## src/rtl/mem_lsu_stage.sv

```systemverilog
// MEM-stage load/store unit: single-outstanding word bus master with byte enables,
// load extraction/extension, misalignment and fault reporting, plus branch resolution.
module mem_lsu_stage #(
    parameter int ADDR_W         = 32,
    parameter int TIMEOUT_CYCLES = 64
) (
    input  logic              i_clk,
    input  logic              i_reset_n,
    input  logic              i_valid,
    input  logic [ADDR_W-1:0] i_memAddr,
    input  logic [31:0]       i_wrData,
    input  logic              i_memRead,
    input  logic              i_memWrite,
    input  logic [1:0]        i_size,
    input  logic              i_unsigned,
    input  logic              i_branch,
    input  logic              i_jump,
    input  logic [2:0]        i_brCond,
    input  logic              i_zero,
    input  logic              i_lt,
    input  logic              i_ltu,
    output logic              o_PCSrc,
    output logic              o_stall,
    output logic [31:0]       o_readData,
    output logic              o_rdValid,
    output logic              o_misaligned,
    output logic              o_fault,
    output logic              o_bus_req,
    output logic              o_bus_we,
    output logic [ADDR_W-1:0] o_bus_addr,
    output logic [31:0]       o_bus_wdata,
    output logic [3:0]        o_bus_be,
    input  logic              i_bus_ack,
    input  logic              i_bus_err,
    input  logic [31:0]       i_bus_rdata
);

    localparam logic [1:0] ST_IDLE = 2'd0;
    localparam logic [1:0] ST_BUS  = 2'd1;
    localparam logic [1:0] ST_DONE = 2'd2;

    localparam int CNT_W = (TIMEOUT_CYCLES > 1) ? $clog2(TIMEOUT_CYCLES) : 1;
    localparam logic [CNT_W-1:0] CNT_LAST = CNT_W'((TIMEOUT_CYCLES > 0) ? TIMEOUT_CYCLES - 1 : 0);
    localparam bit TIMEOUT_EN = (TIMEOUT_CYCLES > 0);

    logic [1:0]        state_q;
    logic [CNT_W-1:0]  cnt_q;
    logic [ADDR_W-1:0] addr_q;
    logic [3:0]        be_q;
    logic [31:0]       wdata_q;
    logic              we_q;
    logic              load_q;
    logic              uns_q;
    logic [1:0]        lane_q;
    logic [1:0]        size_q;
    logic [31:0]       rdata_q;
    logic              mis_q;
    logic              fault_q;

    logic              access;
    logic              aligned;
    logic [3:0]        be_nxt;
    logic [31:0]       wdata_nxt;
    logic [7:0]        byte_sel;
    logic [15:0]       half_sel;
    logic [31:0]       load_ext;
    logic              timeout_hit;
    logic              cond_met;

    assign access = i_valid & (i_memRead | i_memWrite);

    always_comb begin
        aligned   = 1'b0;
        be_nxt    = 4'b1111;
        wdata_nxt = i_wrData;
        case (i_size)
            2'b00: begin
                aligned   = 1'b1;
                be_nxt    = 4'b0001 << i_memAddr[1:0];
                wdata_nxt = {4{i_wrData[7:0]}};
            end
            2'b01: begin
                aligned   = ~i_memAddr[0];
                be_nxt    = 4'b0011 << i_memAddr[1:0];
                wdata_nxt = {2{i_wrData[15:0]}};
            end
            2'b10:   aligned = (i_memAddr[1:0] == 2'b00);
            default: aligned = 1'b0;
        endcase
    end

    // Extraction works off the attributes latched at accept, not the live inputs
    always_comb begin
        case (lane_q)
            2'd0:    byte_sel = i_bus_rdata[7:0];
            2'd1:    byte_sel = i_bus_rdata[15:8];
            2'd2:    byte_sel = i_bus_rdata[23:16];
            default: byte_sel = i_bus_rdata[31:24];
        endcase
        half_sel = lane_q[1] ? i_bus_rdata[31:16] : i_bus_rdata[15:0];
        case (size_q)
            2'b00:   load_ext = {{24{~uns_q & byte_sel[7]}}, byte_sel};
            2'b01:   load_ext = {{16{~uns_q & half_sel[15]}}, half_sel};
            default: load_ext = i_bus_rdata;
        endcase
    end

    assign timeout_hit = TIMEOUT_EN && (cnt_q == CNT_LAST);

    always_ff @(posedge i_clk or negedge i_reset_n) begin
        if (!i_reset_n) begin
            state_q <= ST_IDLE;
            cnt_q   <= '0;
            addr_q  <= '0;
            be_q    <= '0;
            wdata_q <= '0;
            we_q    <= 1'b0;
            load_q  <= 1'b0;
            uns_q   <= 1'b0;
            lane_q  <= '0;
            size_q  <= '0;
            rdata_q <= '0;
            mis_q   <= 1'b0;
            fault_q <= 1'b0;
        end else begin
            case (state_q)
                ST_IDLE: begin
                    if (access) begin
                        load_q  <= i_memRead;
                        fault_q <= 1'b0;
                        rdata_q <= '0;
                        if (aligned) begin
                            addr_q  <= {i_memAddr[ADDR_W-1:2], 2'b00};
                            be_q    <= be_nxt;
                            wdata_q <= wdata_nxt;
                            we_q    <= ~i_memRead;
                            lane_q  <= i_memAddr[1:0];
                            size_q  <= i_size;
                            uns_q   <= i_unsigned;
                            cnt_q   <= '0;
                            mis_q   <= 1'b0;
                            state_q <= ST_BUS;
                        end else begin
                            mis_q   <= 1'b1;
                            state_q <= ST_DONE;
                        end
                    end
                end
                ST_BUS: begin
                    if (i_bus_err) begin
                        fault_q <= 1'b1;
                        rdata_q <= '0;
                        state_q <= ST_DONE;
                    end else if (i_bus_ack) begin
                        rdata_q <= load_q ? load_ext : '0;
                        state_q <= ST_DONE;
                    end else if (timeout_hit) begin
                        fault_q <= 1'b1;
                        rdata_q <= '0;
                        state_q <= ST_DONE;
                    end else begin
                        cnt_q <= cnt_q + 1'b1;
                    end
                end
                ST_DONE: state_q <= ST_IDLE;
                default: state_q <= ST_IDLE;
            endcase
        end
    end

    always_comb begin
        case (i_brCond)
            3'b000:  cond_met = i_zero;
            3'b001:  cond_met = ~i_zero;
            3'b100:  cond_met = i_lt;
            3'b101:  cond_met = ~i_lt;
            3'b110:  cond_met = i_ltu;
            3'b111:  cond_met = ~i_ltu;
            default: cond_met = 1'b0;
        endcase
    end

    assign o_PCSrc      = i_valid & (i_jump | (i_branch & cond_met));
    assign o_stall      = ((state_q == ST_IDLE) & access) | (state_q == ST_BUS);
    assign o_bus_req    = (state_q == ST_BUS);
    assign o_bus_we     = (state_q == ST_BUS) & we_q;
    assign o_bus_addr   = addr_q;
    assign o_bus_wdata  = wdata_q;
    assign o_bus_be     = be_q;
    assign o_readData   = rdata_q;
    assign o_rdValid    = (state_q == ST_DONE) & load_q;
    assign o_misaligned = (state_q == ST_DONE) & mis_q;
    assign o_fault      = (state_q == ST_DONE) & fault_q;

endmodule

```

## config.mk

```make
export PLATFORM = sky130hd
export DESIGN_NAME = mem_lsu_stage
export DESIGN_NICKNAME = d
export VERILOG_FILES = /design/src/rtl/mem_lsu_stage.sv
export SDC_FILE = /design/constraint.sdc
export NUM_CORES = 1
export LEC_CHECK = 0
export CORE_MARGIN = 3
export CORE_UTILIZATION = 45
export CTS_BUF_LIST = sky130_fd_sc_hd__clkbuf_4 sky130_fd_sc_hd__clkbuf_8
export DETAILED_ROUTE_END_ITERATION = 8
export PLACE_DENSITY = 0.83
export SETUP_SLACK_MARGIN = 0.1
export SLEW_MARGIN = 10
export SYNTH_ARGS = -nofsm -noshare
export SYNTH_HDL_FRONTEND = slang
export SYNTH_SLANG_ARGS = --single-unit
```

## constraint.sdc

```tcl
create_clock -name i_clk -period 4.3 [get_ports i_clk]
set_clock_uncertainty 0.05 [all_clocks]
set_input_delay 0.86 -clock i_clk [delete_from_list [all_inputs] [get_ports i_clk]]
set_output_delay 0.86 -clock i_clk [all_outputs]
set_load 0.01 [all_outputs]
```

# Yosys cells after proc, flatten, opt, wreduce, memory -nomap -nowiden
# Index checks and enable logic that the tools add are counted.
# totals
input_bits	114
output_inout_bits	107
rom_bits	0
ff_bits	115
elab_cells	100
latchBits	0
memories	0
ram_bits	0
# classes
n_mux	31
div_mod_pow	0
magnitude_cmp	0
mul	0
shift	2
bitwise	19
eq_ne	21
reduce_logical	13
add_sub_neg	1
# op_table
op	count
case mux 32 bit (2 select lines)	3
2-to-1 mux 32 bit	5
2-to-1 mux 6 bit	5
case mux 8 bit (3 select lines)	1
2-to-1 mux 16 bit	1
== test 3 bit (second input constant)	4
case mux 6 bit (2 select lines)	1
bitwise AND 1 bit	10
logical NOT 2 bit	5
2-to-1 mux 2 bit	5
!= test 2 bit (second input constant)	5
== test 2 x 1 -> 1 bit (second input constant)	4
case mux 4 bit (2 select lines)	1
adder 6 x 1 -> 6 bit (second input constant)	1
== test 2 bit (second input constant)	3
== test 6 bit (second input constant)	1
NOT 1 bit	6
case mux 1 bit (6 select lines)	1
AND reduction 3 bit	2
AND reduction 6 bit	1
2-to-1 mux 1 bit	5
!= test 4 x 1 -> 1 bit (second input constant)	1
case mux 2 bit (2 select lines)	1
AND reduction 2 bit	2
11 further kinds	13

# Depth between registers and ports, before layout
# Gate-level depths: netlist of the first run.
# logic_depth
word_depth	8
ltp_mapped	7
mapped_depth_nobuf	5

# Worst setup path before layout of the first run
# OpenSTA, ideal clock, no wires.
# synth_timing
path_type	input-to-reg
from	in i_size[0]
to	reg wdata_q[14], in the netlist o_bus_wdata[14]
path_slack_ns	1.944
required_ns	4.122
setup_ns	0.128
arrival_time_ns	2.179
stages	4
path_buffers	1
path_cell_list	buf_2 -> nor2_1 -> mux2_2 -> mux2_1
# synth_via
elab_chain_len	3
elab_cells_between_ends	6
classes_between	2 x eq/ne; 2 x mux; 2 x reduce/logical
# synth_lines
item	line	text
start, declared	14	input logic [1:0] i_size,
== test 2 bit, or another cell as far along	76	case (i_size)
case mux 1 bit (3 select lines)	76	
AND reduction 3 bit (no line)	-	
end signal, assigned	135	wdata_q <= wdata_nxt;
end, declared	50	logic [31:0] wdata_q;
# Parallel ways exist; a longest one is shown, timed or not.
# A chain may end at the register's enable or synchronous reset.

# Worst setup path in the final report of the first run
# layout_timing
from	in i_brCond[2]
to	out o_PCSrc
# layout_via
elab_chain_len	5
elab_cells_between_ends	10
classes_between	5 x eq/ne; 1 x mux; 3 x bitwise; 1 x reduce/logical
# layout_lines
item	line	text
start, declared	18	input logic [2:0] i_brCond,
== test 3 bit, or another cell as far along	172	case (i_brCond)
case mux 1 bit (6 select lines) *	172	
bitwise AND 1 bit *	183	assign o_PCSrc = i_valid & (i_jump | (i_branch & cond_met));
bitwise OR 1 bit *	183	
bitwise AND 1 bit *	183	
end, declared	22	output logic o_PCSrc,
# Mark *: on every way between the ends. The rest lies on a longest branch, timed or not.

==> flow_summary.json, run 1 <==
{
  "slowest_stage": "clkdlybuf4s50_1",
  "async_flop_share": 1.00,
  "io-pin-count": 221,
  "port_buffers": 218,
  "track_usage": 0.246,
  "hold_path.class": "reg2reg",
  "syn_area_sq_um": 5550,
  "drive_gt1_frac": 0.0996,
  "vias": 4761,
  "nets": 789,
  "synthTopCellsByArea": "dfrtp_1 (52%), mux2_1 (8.9%), o21ai_0 (4.7%), mux2i_1 (4.5%), mux2_2 (4.5%)",
  "final_cells": 826,
  "drtIter0Drc": 330,
  "stdcell_area_sq_um": 8190,
  "cts_tree": "built",
  "startpoint_type": "input pin",
  "cts_buffers": 17,
  "leakagePower_nw": 3.46,
  "drc": 0,
  "rsz0062_at_grt": "false",
  "synth_edf_count": 0,
  "h-tree-depth": 4,
  "cts.sinks": 115,
  "yosysTopAreaCellShare": 0.518,
  "yosys_most_used_dff": "dfrtp_1",
  "dp_cells": 798,
  "status": "complete, no violations",
  "worstSetupEndpointType": "output port",
  "clockBufferDepth": 2,
  "crit_chain": "clkdlybuf4s50_1 -> mux2i_1 -> xor2_1 -> o21ai_0 -> o211a_1 -> clkdlybuf4s50_1",
  "synth_top_area_cell": "dfrtp_1",
  "slew_viol_final": 0,
  "place_area_sq_um": 7800,
  "peakVddDrop_v": 0.000344,
  "cpMostUsedCell": "clkdlybuf4s50_1",
  "rows": 39,
  "fin_setup_tns_ns": 0,
  "grt.overflow.total": 0,
  "cts_setup_buffers": 0,
  "gp_congestion": 0.831,
  "grt_pass1_vias": 4842,
  "syn2layout_area_growth_pct": 47.6,
  "ys_types": 60,
  "power_density_nw_per_um2": 476,
  "fp.dieArea_sq_um": 13700,
  "maxSlewHeadroom": 0.315,
  "fmax_mhz": 292,
  "cpLargestDelayFamily": "buffers and inverters",
  "yosys_warnings": 0,
  "worstPathRequired_ns": 3.39,
  "die_y_microns": 117,
  "synth_fa_ha_area_frac": 0.00225,
  "ys_seq_elements": 115,
  "ant_nets": 0,
  "timing.final.crit_share": 0.796,
  "die_w_microns": 117,
  "cts_resized": 0,
  "hold_viol": 0,
  "root_buffer": "clkbuf_8",
  "path_buf_inv": 2,
  "hold_buffers": 0,
  "grt_pass1_wl_microns": 25400,
  "grt_max_degree": 71,
  "routed_wl_microns": 16600,
  "clkTransAtPathRegs_ns": 0.06,
  "hpwl_microns": 12300,
  "yosys.area_share.simple": 0.0805,
  "core-area_sq_um": 11700,
  "path_max_fanout": 2,
  "first_pass_iters": 5,
  "synth_cells": 465,
  "n_antenna_cell": 0,
  "critPathMaxStageDelay_ns": 0.53,
  "antenna_found_initial": 0,
  "drt-vias-per-instance": 5.76,
  "tightest_slew_ns": 1.03,
  "setup_viol": 0,
  "wire_per_inst_microns": 20.0,
  "synth_mux_area_frac": 0.182,
  "yosysSeqAreaShare": 0.518,
  "maxCapViolCount": 0,
  "initial_core_util": 0.474,
  "clk_latency_ns": 0.43,
  "holdWs_ns": 0.424,
  "synth_compound_area_frac": 0.171,
  "synth_top_family_by_area": "multiplexers",
  "finalCriticalPeriod_ns": 3.42,
  "worst_ep_arrival_time_ns": 2.51,
  "critPathKind": "in2out",
  "avgSynthCellArea_sq_um": 11.9,
  "synth_xor_area_frac": 0.00947
}
[flip-flops by register name (all words and copies together), names as in the netlist]
register	count
fault_q	1
mis_q	1
we_q	1
load_q	1
size_q	2
lane_q	2
uns_q	1
o_bus_addr	30
o_readData	32
o_bus_be	4
o_bus_wdata	32
state_q	2
cnt_q	6
[layer usage]
metal  wire [microns]  up-vias  GRT usage
met1             6300     2313      0.285
met2             8020      253      0.403
met4              519        0      0.105
met5                0        -          0
li1                 -     2155          -
met3             1720       40     0.0992
[cell type report]
| type | count | area, sq um |
|---|---|---|
| Tap cell | 143 | 179 |
| Multi-Input combinational cell | 310 | 2490 |
| Inverter | 5 | 18.8 |
| Clock inverter | 6 | 105 |
| Clock buffer | 22 | 290 |
| Sequential cell | 115 | 2880 |
| Fill cell | 838 | 3520 |
| Timing Repair Buffer | 225 | 2230 |
[synth_stat cells, types with 2 or more instances]
master / n
mux2_1: 44
buf_4: 6
o21ai_1: 11
a311o_1: 6
and2_1: 4
nand2b_1: 10
xnor2_1: 2
or3_1: 2
a221o_1: 16
buf_2: 11
a32o_1: 15
nor2_1: 14
nor2b_1: 4
xor2_1: 4
dfrtp_1: 115
o21ai_0: 52
mux2_2: 22
clkbuf_1: 16
a22o_1: 3
inv_1: 4
o211ai_1: 3
a21oi_1: 12
mux2i_1: 25
nand2_1: 20
nand3_1: 2
nor3_1: 3
nor3b_1: 6
[cell usage in the layout, fill, tap and decap left out, drive strengths merged, types with 2 or more instances in the layout]
cell type	netlist	routed
nand3	3	3
mux2i	25	25
nor3	4	4
nand2	20	20
o21ai	63	63
nor2	15	15
clkbuf	17	22
clkdlybuf4s50	0	217
nor3b	6	6
a21oi	12	12
conb	1	2
or3	2	2
bufinv	0	3
nor2b	4	4
a221o	16	16
a311o	6	6
inv	5	5
a32o	15	15
nand2b	10	10
a22oi	2	2
a22o	3	3
xor2	4	4
dfrtp	115	115
o211ai	3	3
and2	4	4
clkinv	0	3
mux2	67	67
buf	19	8
xnor2	2	2
[metrics by stage]
| step | worst slack (ns) | power [mW] | util |
|---|---|---|---|
| 3_5_place_dp | 0.733 | 2.89 | 0.666 |
| 3_3_place_gp | 0.859 | 2.84 | 0.666 |
| 5_1_grt | 0.772 | 4.12 | 0.700 |
| 2_1_floorplan | 1.94 | 2.11 | - |
| 4_1_cts | 0.861 | 3.94 | 0.700 |
| 6_report | 0.879 | 3.90 | 0.700 |
[cells by family after synthesis]
group           count (synthesis)
flops                         115
compound gates                132
fa+ha+maj                       1
mux                            92
xor+xnor                        6
buf+inv                        41
other cells                     1
simple gates                   77
[tightest hold or removal path, stage by stage (launching register included)]
cell and delay [ns]:
dfrtp_1 0.34, nand2_1 0.05, nand2_1 0.05
[path summary, 6_finish.rpt]
kind,to,startpoint,slack [ns],depth (start not counted)
worst max-delay path,o_PCSrc,i_brCond[2],0.88,6
worst min-delay path,fault_q$_DFFE_PN0P_,fault_q$_DFFE_PN0P_,0.42,2
worst max register to register,o_bus_addr[19]$_DFFE_PN0P_,state_q[1]$_DFFE_PN0P_,1.74,3
worst min register to register,fault_q$_DFFE_PN0P_,fault_q$_DFFE_PN0P_,0.42,2
max in group asynchronous,o_readData[31]$_DFFE_PN0P_,i_reset_n,2.82,2
min in group asynchronous,o_readData[28]$_DFFE_PN0P_,i_reset_n,0.49,1
[power breakdown]
group,internal (mW),switching [mW],total (mW),leakage (nW)
logic,0.749,0.568,1.32,1.79
registers,1.34,0.218,1.55,1.46
clock network,0.616,0.411,1.03,0.207
total,2.70,1.20,3.90,3.46
No activity file was read; power rests on OpenSTA's default activity.
==> run 2: changes to the inputs <==
--- a/config.mk
+++ b/config.mk
@@ -6,10 +6,10 @@
 export NUM_CORES = 1
 export LEC_CHECK = 0
 export CORE_MARGIN = 3
-export CORE_UTILIZATION = 45
+export CORE_UTILIZATION = 41
 export CTS_BUF_LIST = sky130_fd_sc_hd__clkbuf_4 sky130_fd_sc_hd__clkbuf_8
 export DETAILED_ROUTE_END_ITERATION = 8
-export PLACE_DENSITY = 0.83
+export PLACE_DENSITY = 0.79
 export SETUP_SLACK_MARGIN = 0.1
 export SLEW_MARGIN = 10
 export SYNTH_ARGS = -nofsm -noshare
==> constraint.sdc (replaced) <==
create_clock -name i_clk -period 2.95 [get_ports i_clk]
set_clock_uncertainty 0.05 [all_clocks]
set_input_delay 0.59 -clock i_clk [delete_from_list [all_inputs] [get_ports i_clk]]
set_output_delay 0.59 -clock i_clk [all_outputs]
set_load 0.01 [all_outputs]
==> flow_summary.json, run 2 (same netlist as run 1, synthesis figures left out) <==
{
  "gr-usage-met2": 0.370,
  "antenna_found_initial": 0,
  "hold_viol": 0,
  "hpwl_microns": 12400,
  "mostFrequentLayoutCell": "clkdlybuf4s50_1",
  "power_density_nw_per_um2": 673,
  "initial_core_util": 0.429,
  "track_usage": 0.224,
  "drc": 0,
  "timing.final.crit_share": 0.901,
  "worst_ep_arrival_time_ns": 2.02,
  "port_buffers": 218,
  "r2r_slack_ns": 0.42,
  "slowest_stage": "clkdlybuf4s50_1",
  "gp_congestion": 0.854,
  "grt_pass1_wl_microns": 26100,
  "nets": 803,
  "nFillCells": 1004,
  "syn2layout_area_growth_pct": 50.2,
  "worstPathRequired_ns": 2.31,
  "final_cell_mix": "clkdlybuf4s50_1 (216), dfrtp_1 (115), o21ai_0 (52), mux2_1 (44), mux2i_1 (25)",
  "critPathKind": "in2out",
  "maxSlewHeadroom": 0.173,
  "maxCapViolCount": 0,
  "cts_setup_buffers": 0,
  "vias": 4778,
  "routed_wl_microns": 16600,
  "ant_nets": 0,
  "place_area_sq_um": 7960,
  "cts.sinks": 115,
  "startpoint_type": "input pin",
  "clk_latency_ns": 0.43,
  "finalCriticalPeriod_ns": 2.66,
  "n_antenna_cell": 0,
  "status": "complete, no violations",
  "drt-vias-per-instance": 5.48,
  "peakVddDrop_v": 0.000380,
  "drtIter0Drc": 331,
  "cts_buffers": 17,
  "fmax_mhz": 376,
  "critPathMaxStageDelay_ns": 0.58,
  "rows": 41,
  "clkTransAtPathRegs_ns": 0.06,
  "stdcell_area_sq_um": 8340,
  "worstSetupEndpointType": "output port",
  "core-area_sq_um": 12900,
  "crit_chain": "clkdlybuf4s50_1 -> o21ai_1 -> a21oi_1 -> clkdlybuf4s50_1",
  "clockBufferDepth": 2,
  "slew_viol_final": 0,
  "wire_per_inst_microns": 19.0,
  "drive_gt1_frac": 0.121,
  "fin_setup_tns_ns": 0,
  "setup_viol": 0,
  "io-pin-count": 221,
  "grt_pass1_vias": 5083,
  "tightest_slew_ns": 1.24,
  "h-tree-depth": 4,
  "die_w_microns": 122,
  "fp.dieArea_sq_um": 15000,
  "cts_tree": "built",
  "grt_use_met1": 0.263,
  "grt_max_degree": 57,
  "grt.overflow.total": 0,
  "cpMostUsedCell": "clkdlybuf4s50_1",
  "hold_path.class": "in2async",
  "leakagePower_nw": 3.53,
  "rsz0062_at_grt": "false",
  "first_pass_iters": 5,
  "die_y_microns": 122,
  "top_usage_layer": "met2",
  "root_buffer": "clkbuf_8",
  "use_met3": 0.0899,
  "path_max_fanout": 4
}
## run 2: changes by cell type in the layout (fill, tap and decap cells not counted), sizes merged
| cell | change |
|---|---|
| buf | +14 |
| clkbuf | +4 |
| clkinv | +1 |
| bufinv | -2 |
| clkdlybuf4s50 | -1 |
| dlygate4sd2 | +1 |
## run 2: metrics by stage
| step | hold slack (ns) | instances | setup WS [ns] | util | power (mW) |
|---|---|---|---|---|---|
| final | 0.0773 | 872 | 0.293 | 0.645 | 5.61 |
| after global routing | 0.0841 | 872 | 0.202 | 0.645 | 5.93 |
| after CTS | 0.0739 | 872 | 0.287 | 0.645 | 5.67 |
| after detailed placement | 0.408 | 841 | 0.0961 | 0.616 | 4.26 |
| after global placement | 0.405 | 841 | 0.0857 | 0.616 | 4.18 |
| after floorplan | 0.244 | 466 | 0.864 | - | 3.08 |
## run 2: layout make-up
cell class / count / area, sq um / share of cell area
Sequential cell: 115 / 2880 / 0.345
Multi-Input combinational cell: 310 / 2490 / 0.299
Timing Repair Buffer: 239 / 2360 / 0.283
Clock buffer: 26 / 327 / 0.0392
Tap cell: 172 / 215 / 0.0258
Clock inverter: 5 / 50.0 / 0.00600
Inverter: 5 / 18.8 / 0.00225
## run 2: worst max-delay path: cells and delay by family
| kind | cells | cell delay (ns) |
|---|---|---|
| buf+inv | 2 | 1.08 |
| compound gates | 2 | 0.34 |
## run 2: metal layers
layer / routed length (microns) / share of wire / vias up
met5: 0 / 0 / -
met4: 355 / 0.021 / 0
li1: - / - / 2189
met3: 1600 / 0.097 / 28
met2: 8190 / 0.49 / 207
met1: 6410 / 0.39 / 2354
## run 2: path summary, 6_finish.rpt
path                                      start                    endpoint  depth (start not counted)
min reg2reg                   mis_q$_DFFE_PN0P_           mis_q$_DFFE_PN0P_                          2
max                                   i_memRead                     o_stall                          4
max reg2reg                cnt_q[0]$_DFFE_PN0P_   o_readData[7]$_DFFE_PN0P_                          6
min in group i_clk            mis_q$_DFFE_PN0P_           mis_q$_DFFE_PN0P_                          2
max in group asynchronous             i_reset_n  o_readData[28]$_DFFE_PN0P_                          2
min                                   i_reset_n  o_readData[22]$_DFFE_PN0P_                          1
## run 2: where the power goes
part,switching [mW],internal (mW),leakage [nW]
clock,0.598,0.792,0.204
sequential,0.265,1.95,1.46
combinational,0.881,1.13,1.87
total,1.74,3.87,3.53
## run 2: repair_timing
| item | in CTS | in global routing |
|---|---|---|
| hold buffers | 0 | 0 |
| setup endpoints to repair | 1 | 0 |
| resized for setup | 1 | 0 |
